## src/rtl/ctrl_pkg.sv

```systemverilog
// Shared encodings for the multi-cycle RV32I control path: state codes, opcodes,
// and the select encodings that the datapath muxes and immediate extender decode.
package ctrl_pkg;

   typedef logic [3:0] state_t;

   localparam state_t S_FETCH   = 4'd0;
   localparam state_t S_DECODE  = 4'd1;
   localparam state_t S_MEMADR  = 4'd2;
   localparam state_t S_MEMRD   = 4'd3;
   localparam state_t S_MEMWB   = 4'd4;
   localparam state_t S_MEMWR   = 4'd5;
   localparam state_t S_EXEC_R  = 4'd6;
   localparam state_t S_EXEC_I  = 4'd7;
   localparam state_t S_ALUWB   = 4'd8;
   localparam state_t S_BRANCH  = 4'd9;
   localparam state_t S_JAL     = 4'd10;
   localparam state_t S_JALR    = 4'd11;
   localparam state_t S_JALR_WB = 4'd12;
   localparam state_t S_UPPER   = 4'd13;

   localparam logic [6:0] OPC_LOAD   = 7'b0000011;
   localparam logic [6:0] OPC_STORE  = 7'b0100011;
   localparam logic [6:0] OPC_OP     = 7'b0110011;
   localparam logic [6:0] OPC_OP_IMM = 7'b0010011;
   localparam logic [6:0] OPC_BRANCH = 7'b1100011;
   localparam logic [6:0] OPC_JAL    = 7'b1101111;
   localparam logic [6:0] OPC_JALR   = 7'b1100111;
   localparam logic [6:0] OPC_LUI    = 7'b0110111;
   localparam logic [6:0] OPC_AUIPC  = 7'b0010111;

   // Also consumed by the immediate extender; keep the numbering stable.
   typedef enum logic [2:0] {
      IMM_I = 3'd0,
      IMM_S = 3'd1,
      IMM_B = 3'd2,
      IMM_J = 3'd3,
      IMM_U = 3'd4
   } imm_src_t;

   typedef enum logic [3:0] {
      ALU_ADD    = 4'd0,
      ALU_SUB    = 4'd1,
      ALU_SLL    = 4'd2,
      ALU_SLT    = 4'd3,
      ALU_SLTU   = 4'd4,
      ALU_XOR    = 4'd5,
      ALU_SRL    = 4'd6,
      ALU_SRA    = 4'd7,
      ALU_OR     = 4'd8,
      ALU_AND    = 4'd9,
      ALU_PASS_B = 4'd10
   } alu_op_t;

   // What kind of ALU work the current state needs; the decoder refines it from funct bits.
   typedef enum logic [2:0] {
      AC_ADD    = 3'd0,
      AC_OP_R   = 3'd1,
      AC_OP_I   = 3'd2,
      AC_BRANCH = 3'd3,
      AC_PASS_B = 3'd4
   } alu_class_t;

   typedef enum logic [1:0] {
      SRC_A_PC     = 2'd0,
      SRC_A_OLD_PC = 2'd1,
      SRC_A_RS1    = 2'd2
   } src_a_t;

   typedef enum logic [1:0] {
      SRC_B_RS2  = 2'd0,
      SRC_B_IMM  = 2'd1,
      SRC_B_FOUR = 2'd2
   } src_b_t;

   typedef enum logic [1:0] {
      RES_ALU_REG = 2'd0,
      RES_MEM     = 2'd1,
      RES_ALU_OUT = 2'd2
   } result_src_t;

   typedef struct packed {
      logic        pc_write;
      logic        ir_write;
      logic        adr_src;
      logic        mem_read;
      logic        mem_write;
      logic        reg_write;
      imm_src_t    imm_src;
      src_a_t      alu_src_a;
      src_b_t      alu_src_b;
      result_src_t result_src;
      alu_class_t  alu_class;
      logic        illegal;
   } ctrl_t;

endpackage

```

## src/rtl/multicycle_ctrl_alu_decoder.sv

```systemverilog
// Combinational ALU decoder: turns the state's ALU class plus funct3/funct7[5]
// into the concrete ALU operation.
module alu_decoder
   import ctrl_pkg::*;
(
   input  alu_class_t alu_class_i,
   input  logic [2:0] funct3_i,
   input  logic       funct7_b5_i,
   output alu_op_t    alu_op_o
);

   always_comb begin
      alu_op_o = ALU_ADD;
      case (alu_class_i)
         AC_PASS_B: alu_op_o = ALU_PASS_B;
         AC_BRANCH: begin
            case (funct3_i[2:1])
               2'b10:   alu_op_o = ALU_SLT;
               2'b11:   alu_op_o = ALU_SLTU;
               default: alu_op_o = ALU_SUB;
            endcase
         end
         AC_OP_R, AC_OP_I: begin
            // funct7[5] only selects SUB on register ops and SRA/SRAI on right shifts.
            case (funct3_i)
               3'b000:  alu_op_o = (alu_class_i == AC_OP_R && funct7_b5_i) ? ALU_SUB : ALU_ADD;
               3'b001:  alu_op_o = ALU_SLL;
               3'b010:  alu_op_o = ALU_SLT;
               3'b011:  alu_op_o = ALU_SLTU;
               3'b100:  alu_op_o = ALU_XOR;
               3'b101:  alu_op_o = funct7_b5_i ? ALU_SRA : ALU_SRL;
               3'b110:  alu_op_o = ALU_OR;
               default: alu_op_o = ALU_AND;
            endcase
         end
         default: alu_op_o = ALU_ADD;
      endcase
   end

endmodule

```

## src/rtl/multicycle_ctrl.sv

```systemverilog
// Main control FSM of the multi-cycle RV32I core: sequences fetch, decode, execute,
// memory and writeback over the shared datapath, with memory states stalling on mem_ready.
module multicycle_ctrl
   import ctrl_pkg::*;
#(
   parameter int XLEN    = 32,
   parameter int ALU_OPW = 4
) (
   input  logic               clk,
   input  logic               rst_n,
   input  logic [31:0]        instr,
   input  logic               zero,
   input  logic               lt,
   input  logic               mem_ready,
   output logic               pc_write,
   output logic               ir_write,
   output logic               adr_src,
   output logic               mem_read,
   output logic               mem_write,
   output logic               reg_write,
   output logic [2:0]         imm_src,
   output logic [1:0]         alu_src_a,
   output logic [1:0]         alu_src_b,
   output logic [ALU_OPW-1:0] alu_ctrl,
   output logic [1:0]         result_src,
   output logic               illegal
);

   if (XLEN != 32) begin : g_bad_xlen
      $error("multicycle_ctrl is written for XLEN = 32 only");
   end

   state_t     state_q, state_d;
   ctrl_t      ctrl;
   alu_op_t    alu_op;
   logic       branch_taken;
   logic [6:0] opcode;
   logic [2:0] funct3;
   logic       unused_instr;

   assign opcode       = instr[6:0];
   assign funct3       = instr[14:12];
   assign unused_instr = ^{instr[31], instr[29:15], instr[11:7]};

   // NOTE: sequential state uses non-blocking assignment so every flop samples pre-edge values.
   always_ff @(posedge clk or negedge rst_n) begin
      if (!rst_n) state_q <= S_FETCH;
      else        state_q <= state_d;
   end

   always_comb begin
      case (funct3)
         3'b000:         branch_taken = zero;
         3'b001:         branch_taken = ~zero;
         3'b100, 3'b110: branch_taken = lt;
         3'b101, 3'b111: branch_taken = ~lt;
         default:        branch_taken = 1'b0;
      endcase
   end

   always_comb begin
      // NOTE: defaults first, so no path through the case below can infer a latch.
      ctrl    = '0;
      state_d = state_q;
      case (state_q)
         S_FETCH: begin
            ctrl.mem_read  = 1'b1;
            ctrl.alu_src_a = SRC_A_PC;
            ctrl.alu_src_b = SRC_B_FOUR;
            if (mem_ready) begin
               ctrl.ir_write = 1'b1;
               ctrl.pc_write = 1'b1;
               state_d       = S_DECODE;
            end
         end
         S_DECODE: begin
            // Branch target is precomputed here; JAL borrows this cycle for its own target.
            ctrl.alu_src_a = SRC_A_OLD_PC;
            ctrl.alu_src_b = SRC_B_IMM;
            ctrl.imm_src   = (opcode == OPC_JAL) ? IMM_J : IMM_B;
            case (opcode)
               OPC_LOAD, OPC_STORE: state_d = S_MEMADR;
               OPC_OP:              state_d = S_EXEC_R;
               OPC_OP_IMM:          state_d = S_EXEC_I;
               OPC_BRANCH:          state_d = S_BRANCH;
               OPC_JAL:             state_d = S_JAL;
               OPC_JALR:            state_d = S_JALR;
               OPC_LUI, OPC_AUIPC:  state_d = S_UPPER;
               default: begin
                  ctrl.illegal = 1'b1;
                  state_d      = S_FETCH;
               end
            endcase
         end
         S_MEMADR: begin
            ctrl.alu_src_a = SRC_A_RS1;
            ctrl.alu_src_b = SRC_B_IMM;
            if (opcode == OPC_STORE) begin
               ctrl.imm_src = IMM_S;
               state_d      = S_MEMWR;
            end else begin
               ctrl.imm_src = IMM_I;
               state_d      = S_MEMRD;
            end
         end
         S_MEMRD: begin
            ctrl.adr_src  = 1'b1;
            ctrl.mem_read = 1'b1;
            if (mem_ready) state_d = S_MEMWB;
         end
         S_MEMWB: begin
            ctrl.result_src = RES_MEM;
            ctrl.reg_write  = 1'b1;
            state_d         = S_FETCH;
         end
         S_MEMWR: begin
            ctrl.adr_src   = 1'b1;
            ctrl.mem_write = 1'b1;
            if (mem_ready) state_d = S_FETCH;
         end
         S_EXEC_R: begin
            ctrl.alu_src_a = SRC_A_RS1;
            ctrl.alu_src_b = SRC_B_RS2;
            ctrl.alu_class = AC_OP_R;
            state_d        = S_ALUWB;
         end
         S_EXEC_I: begin
            ctrl.alu_src_a = SRC_A_RS1;
            ctrl.alu_src_b = SRC_B_IMM;
            ctrl.imm_src   = IMM_I;
            ctrl.alu_class = AC_OP_I;
            state_d        = S_ALUWB;
         end
         S_ALUWB: begin
            ctrl.result_src = RES_ALU_REG;
            ctrl.reg_write  = 1'b1;
            state_d         = S_FETCH;
         end
         S_BRANCH: begin
            ctrl.alu_src_a = SRC_A_RS1;
            ctrl.alu_src_b = SRC_B_RS2;
            ctrl.alu_class = AC_BRANCH;
            ctrl.pc_write  = branch_taken;
            state_d        = S_FETCH;
         end
         S_JAL: begin
            // Link value comes straight off the ALU; the target already sits in the ALU reg.
            ctrl.alu_src_a  = SRC_A_OLD_PC;
            ctrl.alu_src_b  = SRC_B_FOUR;
            ctrl.result_src = RES_ALU_OUT;
            ctrl.reg_write  = 1'b1;
            ctrl.pc_write   = 1'b1;
            state_d         = S_FETCH;
         end
         S_JALR: begin
            ctrl.alu_src_a = SRC_A_RS1;
            ctrl.alu_src_b = SRC_B_IMM;
            ctrl.imm_src   = IMM_I;
            ctrl.pc_write  = 1'b1;
            state_d        = S_JALR_WB;
         end
         S_JALR_WB: begin
            ctrl.alu_src_a  = SRC_A_OLD_PC;
            ctrl.alu_src_b  = SRC_B_FOUR;
            ctrl.result_src = RES_ALU_OUT;
            ctrl.reg_write  = 1'b1;
            state_d         = S_FETCH;
         end
         S_UPPER: begin
            ctrl.imm_src   = IMM_U;
            ctrl.alu_src_b = SRC_B_IMM;
            if (opcode == OPC_LUI) begin
               ctrl.alu_src_a = SRC_A_PC;
               ctrl.alu_class = AC_PASS_B;
            end else begin
               ctrl.alu_src_a = SRC_A_OLD_PC;
            end
            state_d = S_ALUWB;
         end
         default: state_d = S_FETCH;
      endcase
   end

   alu_decoder u_alu_decoder (
      .alu_class_i (ctrl.alu_class),
      .funct3_i    (funct3),
      .funct7_b5_i (instr[30]),
      .alu_op_o    (alu_op)
   );

   // Outputs are forced low while rst_n is low, so a reset mid-access drops the request at once.
   assign pc_write   = rst_n & ctrl.pc_write;
   assign ir_write   = rst_n & ctrl.ir_write;
   assign adr_src    = rst_n & ctrl.adr_src;
   assign mem_read   = rst_n & ctrl.mem_read;
   assign mem_write  = rst_n & ctrl.mem_write;
   assign reg_write  = rst_n & ctrl.reg_write;
   assign illegal    = rst_n & ctrl.illegal;
   assign imm_src    = {3{rst_n}} & ctrl.imm_src;
   assign alu_src_a  = {2{rst_n}} & ctrl.alu_src_a;
   assign alu_src_b  = {2{rst_n}} & ctrl.alu_src_b;
   assign result_src = {2{rst_n}} & ctrl.result_src;
   assign alu_ctrl   = {ALU_OPW{rst_n}} & ALU_OPW'(alu_op);

endmodule

```

## config.mk

```make
export PLATFORM = sky130hd
export DESIGN_NAME = multicycle_ctrl
export DESIGN_NICKNAME = d
export VERILOG_FILES = /design/src/rtl/ctrl_pkg.sv /design/src/rtl/multicycle_ctrl_alu_decoder.sv /design/src/rtl/multicycle_ctrl.sv
export SDC_FILE = /design/constraint.sdc
export NUM_CORES = 1
export LEC_CHECK = 0
export CORE_UTILIZATION = 30
export DETAILED_ROUTE_END_ITERATION = 8
export PLACE_DENSITY = 0.67
export SYNTH_ARGS = -nofsm -noshare
export SYNTH_HDL_FRONTEND = slang
export SYNTH_SLANG_ARGS = --single-unit
```

## constraint.sdc

```tcl
create_clock -name clk -period 2.3 [get_ports clk]
set_input_delay 0.46 -clock clk [delete_from_list [all_inputs] [get_ports clk]]
set_output_delay 0.46 -clock clk [all_outputs]
set_load 0.01 [all_outputs]
```

Yosys cells after proc, flatten, opt, wreduce, memory -nomap -nowiden
Cells that the tools add are included.

Reductions and logical operators: 18. Equality and inequality tests: 38. Muxes and demuxes: 29. Bitwise gates (word level): 14.

Operator list (count): $pmux W4 S7 (3); $eq A4 B4 Y1 const B (6); $pmux W4 S6 (1); $eq A7 B6 Y1 const B (3); $eq A7 B7 Y1 const B (3); $reduce_or A2 Y1 (10); $eq A4 B3 Y1 const B (4); $eq A3 B3 Y1 const B (5); $eq A7 B5 Y1 const B (2); $eq A3 B2 Y1 const B (4); $mux W1 (12); $mux W4 (3); $pmux W3 S4 (1); $pmux W4 S3 (1); $pmux W3 S3 (1); $reduce_or A9 Y1 (1); $eq A4 B2 Y1 const B (2); $and A1 B1 Y1 (7); $eq A7 B2 Y1 const B (1); $and A2 B2 Y2 (3); $eq A3 B1 Y1 const B (2); $mux W3 (2); $ne A2 B2 Y1 const B (3); $pmux W3 S2 (1); other kinds (15) (18).

Register bits after elaboration: 4. Bits of input ports: 37.

Longest topological paths before layout
Word-level depth: 9. Gate-level depth with buffers: 6. Gate-level depth less buffers: 4.

By module
Synthesis repeated with hierarchy kept, for this count alone.

Cell total of the unflattened synthesis: 134. Area total of the unflattened synthesis: 883.3 um^2.

By module, submodules not included: multicycle_ctrl (area an instance 755.7 um^2, times used 1, sequential area each 100.1 um^2, cells each 113); alu_decoder (area an instance 127.6 um^2, times used 1, sequential area each 0.0 um^2, cells each 21).

Worst setup path before layout
OpenSTA, ideal clock, no wires.

Kind: reg-to-output. From: register state_q[3]. To: output port alu_ctrl[1]. Data required time: 1.840 ns. Path slack: 0.534 ns. Arrival time: 1.306 ns. Stages on the path, launching flop included: 7. Cells stage by stage: dfrtp_1 -> buf_2 -> and3b_1 -> buf_2 -> a22oi_1 -> or2_0 -> a21oi_1.

Cells in the longest elaborated chain, start to end: 6. Elaborated cells on any way between the ends: 12.

RTL lines: start: declaration (line multicycle_ctrl.sv:33) `state_t state_q, state_d;`; start signal: assignment (line multicycle_ctrl.sv:48) `else state_q <= state_d;`; $eq A4 B4 Y1 / $eq A4 B3 Y1 (equally long branches) (line multicycle_ctrl.sv:65) `case (state_q)`; $pmux W3 S4 * (line multicycle_ctrl.sv:65); $eq A3 B2 Y1 / $eq A3 B1 Y1 (equally long branches) (line multicycle_ctrl_alu_decoder.sv:14) `case (alu_class_i)`; $reduce_or A2 Y1 (line multicycle_ctrl_alu_decoder.sv:14); $pmux W4 S3 * (line multicycle_ctrl_alu_decoder.sv:14); $and A4 B4 Y4 * (line multicycle_ctrl.sv:203) `assign alu_ctrl = {ALU_OPW{rst_n}} & ALU_OPW'(alu_op);`; end: declaration (line multicycle_ctrl.sv:24) `output logic [ALU_OPW-1:0] alu_ctrl,`.

Mark *: on every way between the ends. The rest lies on a longest branch, timed or not.

Worst setup path in the final report
From: register state_q[1]. To: output port alu_ctrl[3].

The elaborated chain is that of the path after synthesis.

==> impl_metrics.env <==
export IMPL_ir_drop_mv=0.162
export IMPL_synthAdderAreaFrac_pct=0
export IMPL_area_growth_pct=81.9
export IMPL_combinational_share_of_power_pct=63.7
export IMPL_finalHoldViolations=0
export IMPL_power_static_leakage_nw=0.836
export IMPL_most_flop_heavy_register="state_q"
export IMPL_via_count_of_the_first_global_routing_pass=1233
export IMPL_clkPwrFrac_pct=18.5
export IMPL_post_synthesis_sequential_area_ratio_pct=11.1
export IMPL_dominant_combinational_cell_family_by_area_after_synthesis="simple AND/OR/NAND/NOR gates"
export IMPL_rsz_0062_raised_after_global_routing="yes"
export IMPL_fin_skew_ns=0.00443
export IMPL_die_span_in_y_um=56.9
export IMPL_tritoncts="built"
export IMPL_clock_path_buffers=2
export IMPL_route_final_wire_length_um=3330
export IMPL_mappedNetlistArea_um2=905
export IMPL_synth_compound_area_share_pct=27.0
export IMPL_setup_worst_path_start_class="flip-flop"
export IMPL_worst_endpoint_required_ns=1.84
export IMPL_std_cell_rows=19
export IMPL_final_min_period_over_clock_period_pct=97.4
export IMPL_cts_sinks=4
export IMPL_hold_worst_slack_ns=0.562
export IMPL_switchingPower_w=0.000205
export IMPL_cts_inserted_buffers=3
export IMPL_hold_path_class="input port to async pin"
export IMPL_yosys_warnings=0
export IMPL_failed_checks="DRC"
export IMPL_io_pins=57
export IMPL_timing_final_max_slew_violations=0
export IMPL_post_synth_num_cell_types=46
export IMPL_tightest_slew_ns=0.305
export IMPL_setup_viol=0
export IMPL_synth_simple_area_share_pct=46.7
export IMPL_synth_top_cells_by_area="sky130_fd_sc_hd__dfrtp_1 11%, sky130_fd_sc_hd__nand2_1 6.6%, sky130_fd_sc_hd__nor2b_1 4.8%"
export IMPL_htreeDepth=1
export IMPL_die_width_um=56.9
export IMPL_synthXorXnorAreaFrac_pct=2.90
export IMPL_clock_latency_of_the_later_clocked_register_in_the_worst_skew_pair_ns=0.25
export IMPL_detailroute_via_count=1288
export IMPL_global_route_usage_total_pct=21.3
export IMPL_p_seq_share_pct=17.7
export IMPL_largest_register_ff_count=4
export IMPL_cts_hold_buf=0
export IMPL_die_area_um2=3240
export IMPL_synthesis_nets=171
export IMPL_ant_cells=0
export IMPL_internal_power_w=0.000304
export IMPL_synth_register_bits=4
export IMPL_antenna_found_initial=0
export IMPL_place_gp_congestion=0.835
export IMPL_synthArstFlopShare_pct=100
export IMPL_most_common_flop_cell_mapped_by_yosys="sky130_fd_sc_hd__dfrtp_1"
export IMPL_post_dp_hpwl_um=2410
export IMPL_post_synth_top_count_cell="sky130_fd_sc_hd__nand2_1"
export IMPL_timing_critical_path_arrival_ns=1.78
export IMPL_power_per_cell_area_nw_per_um2=309
export IMPL_power_w=0.000509
export IMPL_max_clock_freq_ghz=0.447
export IMPL_cts_root_buf="sky130_fd_sc_hd__clkbuf_4"
export IMPL_vias_per_inst=5.37
export IMPL_grt_start_max_net_pins=11
export IMPL_detail_route_wl_per_cell_um=13.9
export IMPL_starting_density_of_the_core_pct=32.2
export IMPL_critPathMaxFanout=7
export IMPL_floorplan_core_area_um2=2810
export IMPL_gr_total_overflow=0
export IMPL_synth_mux_area_share_pct=3.60
export IMPL_top_regs="state_q: 4 flops"
export IMPL_timing_setup_critical_path_class="flip-flop to output pin"
export IMPL_detailedRoute_firstIterationViolations=44
export IMPL_nNetsFinal=248
export IMPL_timing_final_crit_period_ns=2.24
export IMPL_run_status="finished, violations left"
export IMPL_synth_largest_area_cell="sky130_fd_sc_hd__dfrtp_1"
export IMPL_slew_headroom_pct=79.6
export IMPL_clk_pin_slew_worst_paths_ns=0.04
export IMPL_cp_end_kind="output pin"
export IMPL_maxCapViolations=0
export IMPL_detailed_router_iteration_count_before_antenna_repair=6
export IMPL_num_fill_cells=264
export IMPL_syn_area_per_cell_um2=6.75
export IMPL_io_buffers=35
export IMPL_route_antenna_remaining_nets=0
export IMPL_post_synth_inst_count=134
export IMPL_yosys_top_cells_count="16 x sky130_fd_sc_hd__nand2_1, 11 x sky130_fd_sc_hd__nor2_1, 8 x sky130_fd_sc_hd__nand3_1, 8 x sky130_fd_sc_hd__nor3_1"
export IMPL_post_route_drc_count=4
export IMPL_drive_above_1_share_pct=35.4
export IMPL_sw_frac_of_total_pct=40.2
export IMPL_synth_top_area_share_pct=11.1
export IMPL_synth_edff_count=0
export IMPL_grt_first_pass_wirelength_um=5460
-- worst max-delay path, cell delays in order, from the launching register on --
cell and delay [ns]:
sky130_fd_sc_hd__dfrtp_2 0.43, sky130_fd_sc_hd__nand4b_1 0.28, sky130_fd_sc_hd__nor3_4 0.29, sky130_fd_sc_hd__buf_4 0.15, sky130_fd_sc_hd__buf_4 0.10, sky130_fd_sc_hd__a31oi_1 0.03, sky130_fd_sc_hd__nor2b_1 0.12, sky130_fd_sc_hd__buf_2 0.14
-- routing by layer --
| metal | up-vias | track usage (%) | share of wire, % |
|---|---|---|---|
| li1 | 646 | - | - |
| met1 | 606 | 27.6 | 45 |
| met2 | 29 | 35.8 | 50 |
| met3 | 7 | 2.30 | 2.9 |
| met4 | 0 | 9.06 | 2.0 |
| met5 | - | 0 | 0 |
-- worst paths after layout --
kind | from | end | slack (ns) | depth (start not counted)
setup / recovery | state_q[1] | alu_ctrl[3] | 0.06 | 7
hold / removal | rst_n | state_q[2] | 0.56 | 3
setup reg to reg | state_q[0] | state_q[2] | 0.18 | 11
hold reg to reg | state_q[3] | state_q[0] | 0.61 | 2
max in group asynchronous | rst_n | state_q[1] | 1.62 | 3
min in group clk | state_q[3] | state_q[0] | 0.61 | 2
-- per-stage QoR --
stage	setup TNS (ns)	worst slack [ns]	instances	area (um2)	utilization [%]
floorplan	0	0.534	134	905	-
global placement	-4.31	-0.473	222	1490	52.9
detailed placement	-4.44	-0.498	222	1490	52.9
CTS	0	0.000363	240	1630	57.9
global route	-0.0565	-0.0506	240	1650	58.7
finish	0	0.0608	240	1650	58.7
-- layout by cell type (no fill, tap or decap), types with 5 or more instances in the layout --
cell type and n:
sky130_fd_sc_hd__a21oi_1 6, sky130_fd_sc_hd__buf_4 49, sky130_fd_sc_hd__clkdlybuf4s50_1 5, sky130_fd_sc_hd__dlygate4sd2_1 20, sky130_fd_sc_hd__dlymetal6s2s_1 6, sky130_fd_sc_hd__nand2_1 15, sky130_fd_sc_hd__nand3_1 6, sky130_fd_sc_hd__nor2_1 11
sky130_fd_sc_hd__nor2b_1 5, sky130_fd_sc_hd__nor3_1 7, sky130_fd_sc_hd__o21ai_0 6
-- repair_timing --
item | CTS | global route
buffers inserted | 15 | 0
gates resized for setup | 43 | 13
hold endpoints to repair | 0 | 0
endpoints found under the setup margin | 20 | 9
pin swaps | 5 | 1
-- logic make-up (layout without fill, tap and decap cells) --
group           count (synthesis)  in the layout
flops                           4              4
buf+inv                        16             91
xor+xnor                        3              3
mux                             3              3
simple gates                   72             72
compound gates                 36             36
-- final cells by class --
cell class                 count  area (um2)  area share, %
clock buffer                   3        22.5           1.37
inverter                       4        18.8           1.14
multi-input combinational    114         773           47.0
sequential                     4         104           6.31
tap                           31        38.8           2.36
timing repair buffer          84         688           41.8
-- power groups by stage --
stage	clock network [W]	logic (W)	registers, W
5_1_grt	0.000101	0.000351	0.0000912
6_report	0.0000943	0.000324	0.0000903
4_1_cts	0.0000995	0.000316	0.0000889
3_3_place_gp	0	0.000314	0.0000911
3_5_place_dp	0	0.000317	0.0000915
2_1_floorplan	0	0.000158	0.0000829
Note: power is estimated with default switching activity, not from simulation.
